--- src/rtl/alu_multicycle_if.sv ---
// Handshake bundle between the decode stage, the multicycle ALU and writeback.
// Operand side: in_valid/in_ready, data1, data2, ALU_Select.
// Result side: out_valid/out_ready, result and the six status flags.
interface alu_multicycle_if #(
  parameter int WIDTH = 64
);
  logic             in_valid;
  logic             in_ready;
  logic [WIDTH-1:0] data1;
  logic [WIDTH-1:0] data2;
  logic [3:0]       ALU_Select;
  logic             out_valid;
  logic             out_ready;
  logic [WIDTH-1:0] result;
  logic             zero;
  logic             carry;
  logic             overflow;
  logic             negative;
  logic             div_zero;
  logic             illegal;

  // Producer of operands / consumer of results.
  modport master (
    output in_valid, data1, data2, ALU_Select, out_ready,
    input  in_ready, out_valid, result, zero, carry, overflow, negative, div_zero, illegal
  );

  // The ALU itself.
  modport slave (
    input  in_valid, data1, data2, ALU_Select, out_ready,
    output in_ready, out_valid, result, zero, carry, overflow, negative, div_zero, illegal
  );
endinterface

--- src/rtl/alu_multicycle.sv ---
// Multicycle ALU: logic/arith/shift/compare in one cycle, iterative MUL/DIVU/REMU at 1 bit/cycle.
// Latency: 1 cycle for single-cycle ops and divide-by-zero, WIDTH+1 cycles for MUL/DIVU/REMU.
// Backpressure: result and flags held while out_ready=0; in_ready drops while busy or stalled.
// Ports: clk, rst_n (async active-low), bus (alu_multicycle_if.slave: operands in, result/flags out).
module alu_multicycle #(
  parameter int WIDTH = 64
) (
  input  logic           clk,
  input  logic           rst_n,
  alu_multicycle_if.slave bus
);
  localparam int SHW = $clog2(WIDTH);

  localparam logic [3:0] OP_AND  = 4'b0000;
  localparam logic [3:0] OP_OR   = 4'b0001;
  localparam logic [3:0] OP_ADD  = 4'b0010;
  localparam logic [3:0] OP_SLL  = 4'b0011;
  localparam logic [3:0] OP_SRL  = 4'b0100;
  localparam logic [3:0] OP_SRA  = 4'b0101;
  localparam logic [3:0] OP_SUB  = 4'b0110;
  localparam logic [3:0] OP_PASS = 4'b0111;
  localparam logic [3:0] OP_SLT  = 4'b1000;
  localparam logic [3:0] OP_SLTU = 4'b1001;
  localparam logic [3:0] OP_MUL  = 4'b1010;
  localparam logic [3:0] OP_DIVU = 4'b1011;
  localparam logic [3:0] OP_NOR  = 4'b1100;
  localparam logic [3:0] OP_REMU = 4'b1101;

  typedef enum logic [1:0] {IDLE, BUSY, DONE} state_t;

  state_t           state, state_n;
  logic             in_ready, out_valid, accept, is_iter, last_iter;
  logic [3:0]       op, op_q;
  logic [WIDTH-1:0] a, b;
  logic [SHW-1:0]   cnt, sh;

  // Iteration registers shared by both algorithms:
  //   MUL : acc = partial product, opa = multiplicand (<<1), opb = multiplier (>>1)
  //   DIV : acc = partial remainder, opa = dividend shifting out / quotient shifting in, opb = divisor
  logic [WIDTH-1:0] acc, opa, opb, acc_n, opa_n, opb_n, iter_res;
  logic [WIDTH:0]   trial;

  logic [WIDTH-1:0] b_x, sc_res;
  logic [WIDTH:0]   sum;
  logic             sc_c, sc_v, sc_dz, sc_ill;

  logic [WIDTH-1:0] res_q;
  logic             zero_q, carry_q, ovf_q, neg_q, dz_q, ill_q;

  assign op        = bus.ALU_Select;
  assign a         = bus.data1;
  assign b         = bus.data2;
  assign sh        = b[SHW-1:0];
  assign accept    = bus.in_valid && in_ready;
  // Divide by zero short-circuits to the single-cycle path.
  assign is_iter   = (op == OP_MUL) || (((op == OP_DIVU) || (op == OP_REMU)) && (b != '0));
  assign last_iter = (cnt == SHW'(WIDTH - 1));

  // Single-cycle datapath, evaluated on the presented operands.
  always_comb begin
    sc_res = '0;
    sc_c   = 1'b0;
    sc_v   = 1'b0;
    sc_dz  = 1'b0;
    sc_ill = 1'b0;
    b_x    = (op == OP_SUB) ? ~b : b;
    // SUB is A + ~B + 1, so sum[WIDTH] is the inverted borrow.
    sum    = {1'b0, a} + {1'b0, b_x} + {{WIDTH{1'b0}}, (op == OP_SUB)};
    case (op)
      OP_AND:  sc_res = a & b;
      OP_OR:   sc_res = a | b;
      OP_ADD, OP_SUB: begin
        sc_res = sum[WIDTH-1:0];
        sc_c   = sum[WIDTH];
        sc_v   = (a[WIDTH-1] == b_x[WIDTH-1]) && (sum[WIDTH-1] != a[WIDTH-1]);
      end
      OP_PASS: sc_res = b;
      OP_NOR:  sc_res = ~(a | b);
      OP_SLL:  sc_res = a << sh;
      OP_SRL:  sc_res = a >> sh;
      OP_SRA:  sc_res = $signed(a) >>> sh;
      OP_SLT:  sc_res = {{(WIDTH-1){1'b0}}, ($signed(a) < $signed(b))};
      OP_SLTU: sc_res = {{(WIDTH-1){1'b0}}, (a < b)};
      OP_DIVU: begin
        sc_res = '1;
        sc_dz  = 1'b1;
      end
      OP_REMU: begin
        sc_res = a;
        sc_dz  = 1'b1;
      end
      OP_MUL:  sc_res = '0;
      default: sc_ill = 1'b1;
    endcase
  end

  // One iteration step: shift-add multiply or restoring divide.
  always_comb begin
    acc_n = acc;
    opa_n = opa;
    opb_n = opb;
    // {acc, next dividend bit} < 2*divisor, so bit WIDTH is a clean sign of the trial subtract.
    trial = {acc, opa[WIDTH-1]} - {1'b0, opb};
    if (op_q == OP_MUL) begin
      acc_n = opb[0] ? (acc + opa) : acc;
      opa_n = opa << 1;
      opb_n = opb >> 1;
    end else if (!trial[WIDTH]) begin
      acc_n = trial[WIDTH-1:0];
      opa_n = {opa[WIDTH-2:0], 1'b1};
    end else begin
      acc_n = {acc[WIDTH-2:0], opa[WIDTH-1]};
      opa_n = {opa[WIDTH-2:0], 1'b0};
    end
    iter_res = (op_q == OP_DIVU) ? opa_n : acc_n;
  end

  always_ff @(posedge clk or negedge rst_n) begin
    if (!rst_n) state <= IDLE;
    else        state <= state_n;
  end

  always_comb begin
    state_n   = state;
    in_ready  = 1'b0;
    out_valid = 1'b0;
    case (state)
      IDLE: begin
        in_ready = 1'b1;
        if (bus.in_valid) state_n = is_iter ? BUSY : DONE;
      end
      BUSY: begin
        if (last_iter) state_n = DONE;
      end
      DONE: begin
        out_valid = 1'b1;
        in_ready  = bus.out_ready;
        if (bus.out_ready) begin
          if (bus.in_valid) state_n = is_iter ? BUSY : DONE;
          else              state_n = IDLE;
        end
      end
      default: state_n = IDLE;
    endcase
  end

  always_ff @(posedge clk or negedge rst_n) begin
    if (!rst_n) begin
      op_q    <= '0;
      cnt     <= '0;
      acc     <= '0;
      opa     <= '0;
      opb     <= '0;
      res_q   <= '0;
      zero_q  <= 1'b0;
      carry_q <= 1'b0;
      ovf_q   <= 1'b0;
      neg_q   <= 1'b0;
      dz_q    <= 1'b0;
      ill_q   <= 1'b0;
    end else if (accept) begin
      op_q <= op;
      cnt  <= '0;
      acc  <= '0;
      opa  <= a;
      opb  <= b;
      if (!is_iter) begin
        res_q   <= sc_res;
        zero_q  <= (sc_res == '0);
        carry_q <= sc_c;
        ovf_q   <= sc_v;
        neg_q   <= sc_res[WIDTH-1];
        dz_q    <= sc_dz;
        ill_q   <= sc_ill;
      end
    end else if (state == BUSY) begin
      acc <= acc_n;
      opa <= opa_n;
      opb <= opb_n;
      cnt <= cnt + SHW'(1);
      if (last_iter) begin
        res_q   <= iter_res;
        zero_q  <= (iter_res == '0);
        carry_q <= 1'b0;
        ovf_q   <= 1'b0;
        neg_q   <= iter_res[WIDTH-1];
        dz_q    <= 1'b0;
        ill_q   <= 1'b0;
      end
    end
  end

  assign bus.in_ready  = in_ready;
  assign bus.out_valid = out_valid;
  assign bus.result    = res_q;
  assign bus.zero      = zero_q;
  assign bus.carry     = carry_q;
  assign bus.overflow  = ovf_q;
  assign bus.negative  = neg_q;
  assign bus.div_zero  = dz_q;
  assign bus.illegal   = ill_q;
endmodule

--- src/flat_wrapper.sv ---
// flat-port wrapper written by rule: the top's interface ports become plain ports
module alu_multicycle_flat 
#(
  parameter int WIDTH = 64
)
  (clk, rst_n, bus_in_valid, bus_data1, bus_data2, bus_ALU_Select, bus_out_ready, bus_in_ready, bus_out_valid, bus_result, bus_zero, bus_carry, bus_overflow, bus_negative, bus_div_zero, bus_illegal);
  alu_multicycle_if #(.WIDTH(WIDTH)) bus_i ();
  input  logic clk;
  input  logic rst_n;
  input wire logic [$bits(bus_i.in_valid)-1:0] bus_in_valid;
  input wire logic [$bits(bus_i.data1)-1:0] bus_data1;
  input wire logic [$bits(bus_i.data2)-1:0] bus_data2;
  input wire logic [$bits(bus_i.ALU_Select)-1:0] bus_ALU_Select;
  input wire logic [$bits(bus_i.out_ready)-1:0] bus_out_ready;
  output wire logic [$bits(bus_i.in_ready)-1:0] bus_in_ready;
  output wire logic [$bits(bus_i.out_valid)-1:0] bus_out_valid;
  output wire logic [$bits(bus_i.result)-1:0] bus_result;
  output wire logic [$bits(bus_i.zero)-1:0] bus_zero;
  output wire logic [$bits(bus_i.carry)-1:0] bus_carry;
  output wire logic [$bits(bus_i.overflow)-1:0] bus_overflow;
  output wire logic [$bits(bus_i.negative)-1:0] bus_negative;
  output wire logic [$bits(bus_i.div_zero)-1:0] bus_div_zero;
  output wire logic [$bits(bus_i.illegal)-1:0] bus_illegal;
  assign bus_i.in_valid = bus_in_valid;
  assign bus_i.data1 = bus_data1;
  assign bus_i.data2 = bus_data2;
  assign bus_i.ALU_Select = bus_ALU_Select;
  assign bus_i.out_ready = bus_out_ready;
  assign bus_in_ready = bus_i.in_ready;
  assign bus_out_valid = bus_i.out_valid;
  assign bus_result = bus_i.result;
  assign bus_zero = bus_i.zero;
  assign bus_carry = bus_i.carry;
  assign bus_overflow = bus_i.overflow;
  assign bus_negative = bus_i.negative;
  assign bus_div_zero = bus_i.div_zero;
  assign bus_illegal = bus_i.illegal;
  alu_multicycle #(.WIDTH(WIDTH)) u_core (.clk(clk), .rst_n(rst_n), .bus(bus_i));
endmodule
--- config.mk ---
export PLATFORM = sky130hd
export DESIGN_NAME = alu_multicycle_flat
export DESIGN_NICKNAME = d
export VERILOG_FILES = /design/src/rtl/alu_multicycle_if.sv /design/src/rtl/alu_multicycle.sv /design/src/flat_wrapper.sv
export SDC_FILE = /design/constraint.sdc
export NUM_CORES = 2
export LEC_CHECK = 0
export ABC_AREA = 1
export BUFFER_PORTS_ARGS = -buffer_cell sky130_fd_sc_hd__buf_4
export CAP_MARGIN = 5
export CORE_UTILIZATION = 30
export CTS_BUF_LIST = sky130_fd_sc_hd__clkbuf_8
export CTS_CLUSTER_DIAMETER = 150
export DETAILED_ROUTE_END_ITERATION = 6
export PLACE_DENSITY = 0.55
export SLEW_MARGIN = 10
export SYNTH_ARGS = -nofsm -noshare
export SYNTH_HDL_FRONTEND = slang
export SYNTH_SLANG_ARGS = --single-unit
--- constraint.sdc ---
create_clock -name clk -period 5.2 [get_ports clk]
set_clock_uncertainty 0.2 [all_clocks]
set_input_delay 0.26 -clock clk [delete_from_list [all_inputs] [get_ports clk]]
set_output_delay 0.26 -clock clk [all_outputs]
set_load 0.02 [all_outputs]
==> reports/qor.csv <==
metric,value,unit
placed cell area,53100,um2
PortBufs,207,
Mapped Area,46200,um2
Die Ht,394,um
Critical Path Sink Type,flip-flop,
vias per cell,5.86,
Residual DRC,0,
Critical Path Fanout Max,29,
Chip Width,394,um
main area contributors after synthesis,"nand2_1 22%, dfrtp_1 15%, ha_1 11%",
syn_nets,8815,
WP data required,5.71,ns
"count leader, synth",nand2_1,
"Period Utilization, post-route",98.5,%
fin area,55300,um2
full die area,156000,um2
TritonCTS clock tree,built,
synth cell count leaders,"2683 x nand2_1, 976 x inv_1, 886 x nand3_1",
Initial DRT Pass Iterations,7,
"delay-heaviest family, CP",simple AND/OR/NAND/NOR gates,
Layout Utilization,36.3,%
CTS Sinks,273,
sequential area share after synthesis,14.8,%
vias in the first global route,58100,
Area Overhead vs Synth,19.8,%
Reg-to-Reg Start,u_core.acc[17],
Worst path slowest cell,dlygate4sd3_1,
worst stage delay on the critical path,0.53,ns
Max VDD drop,324,uV
largest net degree at the start of global routing,141,
"most used cell, CP",nor2_1,
share of cells above drive strength 1,10.5,%
Post-CTS Setup Repair Bufs,0,
DRT iter0 DRCs,10500,
Crit Path Category,in2reg,
status,"complete, but fails checks",
Hold WS,-0.0680,ns
Final min period,5.12,ns
Clock transition at path regs,0.07,ns
Fin. Hold Viols,18,
LEAKAGE,28.6,nW
post-route ant nets,0,
post-synth top area share,21.8,%
warnings from Yosys,0,
Yosys cell types,57,
Final Net Count,9321,
synthesis-stage register bit count,273,
GRT Residual Overflow,0,
RD Place Congestion,1.20,
slew margin rel.,4.26,%
Core ar.,152000,um2
FF-to-FF path depth,20,
fin. max-slew vios,0,
final worst setup slack,0.0780,ns
Critical Path AT,5.63,ns
Avg Inst Size Synth,5.58,um2
num ports,208,
CTS Buf Count,59,
# fillers,17400,
pre-CTS WS,0.0772,ns
Initial Util,30.3,%
WL per Instance,32.8,um
PD cells,539,nW/um2
Core Rows,143,
top achievable clock speed,195,MHz
Worst Tran Pin Value,1.42,ns
initial antenna violation count,37,
global-route wire length before repair,478000,um
footprint of the multi-input gates,34200,um2
Seq. cell area,6840,um2
Worst setup SP type,primary input,
Post-synth EDFFs,0,
maxcap violations,0,
most area-hungry cell type in the Yosys netlist,nand2_1,
Max clock buf depth,3,
"Clk Latency, worst-skew pair",0.83,ns
failing checks,hold timing,
RSZ-0062 raised after global routing,no,
Worst Hold Class,in2async,
ys async rst share,100,%
CTS root buffer,clkbuf_8,
worst path bufs/invs,7,
setup TNS,0,ns
cells after synthesis,8277,
htree depth,2,
Synth Flop Type,dfrtp_1,
final WL,356000,um
gr usage total,44.1,%
via count,63700,
# setup viols final,0,
Tot Pwr,29.8,mW
Post-DP HPWL,300000,um
reg2reg end,u_core.bus.zero,
Reg2Reg Setup Slack,0.16,ns
-- worst max path at each step --
stage | from | end | slack (ns) | depth (start not counted)
after floorplan | bus_data2[5] | u_core.bus.zero | 1.60 | 26
after global placement | bus_ALU_Select[1] | u_core.bus.zero | -0.01 | 28
after detailed placement | bus_ALU_Select[1] | u_core.bus.zero | 0.08 | 28
after CTS | u_core.opa[63] | u_core.bus.zero | 0.17 | 28
after global routing | u_core.opa[0] | u_core.bus.zero | 0.005 | 26
final | bus_ALU_Select[1] | u_core.bus.zero | 0.08 | 28
-- stage by stage --
step,hold slack [ns],std cells
global route,0.0143,10900
CTS,0.00344,10900
global placement,-0.0861,10700
finish,-0.0680,10900
floorplan,-0.236,8277
detailed placement,-0.0844,10700
-- registers in the layout, summed over array words and instances, names as in the netlist --
signal	cells
u_core.op_q	4
u_core.acc	64
u_core.bus.carry	1
u_core.cnt	6
u_core.bus.result	64
u_core.bus.zero	1
u_core.bus.overflow	1
u_core.state	2
u_core.opb	64
u_core.bus.illegal	1
u_core.opa	64
u_core.bus.div_zero	1
-- power by group --
part	total, mW	leakage, nW	switching (mW)	internal [mW]
clock	2.85	0.743	1.27	1.57
sequential	4.24	3.52	1.32	2.93
combinational	22.7	24.4	16.4	6.33
-- repair_timing --
item	in CTS	in global routing
endpoints found under the hold margin	358	0
endpoints found under the setup margin	0	1
gates resized for setup	0	4
hold buffers	84	0
-- kinds of logic (layout without fill, tap and decap cells) --
kind of cell / Yosys count / in the layout / share of synthesized area, %
other: 0 / 14 / 0
xor gates and xnor gates: 107 / 107 / 2.03
DFF: 273 / 273 / 14.8
AOI/OAI and AO/OA: 1579 / 1579 / 19.5
adders and majority gates: 402 / 402 / 10.9
and+or+nand+nor: 4581 / 4581 / 41.5
buffers and inverters: 1335 / 1890 / 11.3
-- per-layer routing --
metal	wire length, um	part of all wire [%]	track usage (%)
met5	183	0.051	0
met4	22000	6.2	22.4
met3	52200	15	17.9
met2	129000	36	56.8
met1	153000	43	61.5
-- final cells by class --
| cell class | count | area share (%) |
|---|---|---|
| well taps | 2030 | 4.59 |
| flip-flops and latches | 273 | 12.4 |
| multi-input cells | 6669 | 61.9 |
| clock inverters | 34 | 0.574 |
| inverters | 994 | 6.76 |
| diodes | 14 | 0.0633 |
| clock buffers | 76 | 1.89 |
| repair buffers | 786 | 11.9 |
-- cells in the final DEF (no fill, tap or decap), drive strengths merged, types with 4 or more instances in the layout --
cell type / n
a2111oi: 11
a211oi: 16
a21boi: 9
a21o: 22
a21oi: 557
a221oi: 4
a22o: 16
a31oi: 13
a32o: 9
and2: 10
and3: 4
buf: 702
bufinv: 5
clkbuf: 76
clkinv: 16
dfrtp: 273
diode: 14
dlygate4sd3: 84
ha: 399
inv: 1004
nand2: 2704
nand3: 910
nand3b: 33
nand4: 76
nor2: 721
nor3: 70
nor4: 31
o2111ai: 11
o211ai: 99
o21a: 34
o21ai: 647
o21bai: 32
o221ai: 64
o22ai: 29
or2: 21
xnor2: 32
xor2: 75
-- worst min-delay path, stage by stage --
cell           delay [ns]
dlygate4sd3_1        0.56
buf_8                0.15
buf_12               0.36
No activity file was read; power rests on OpenSTA's default activity.
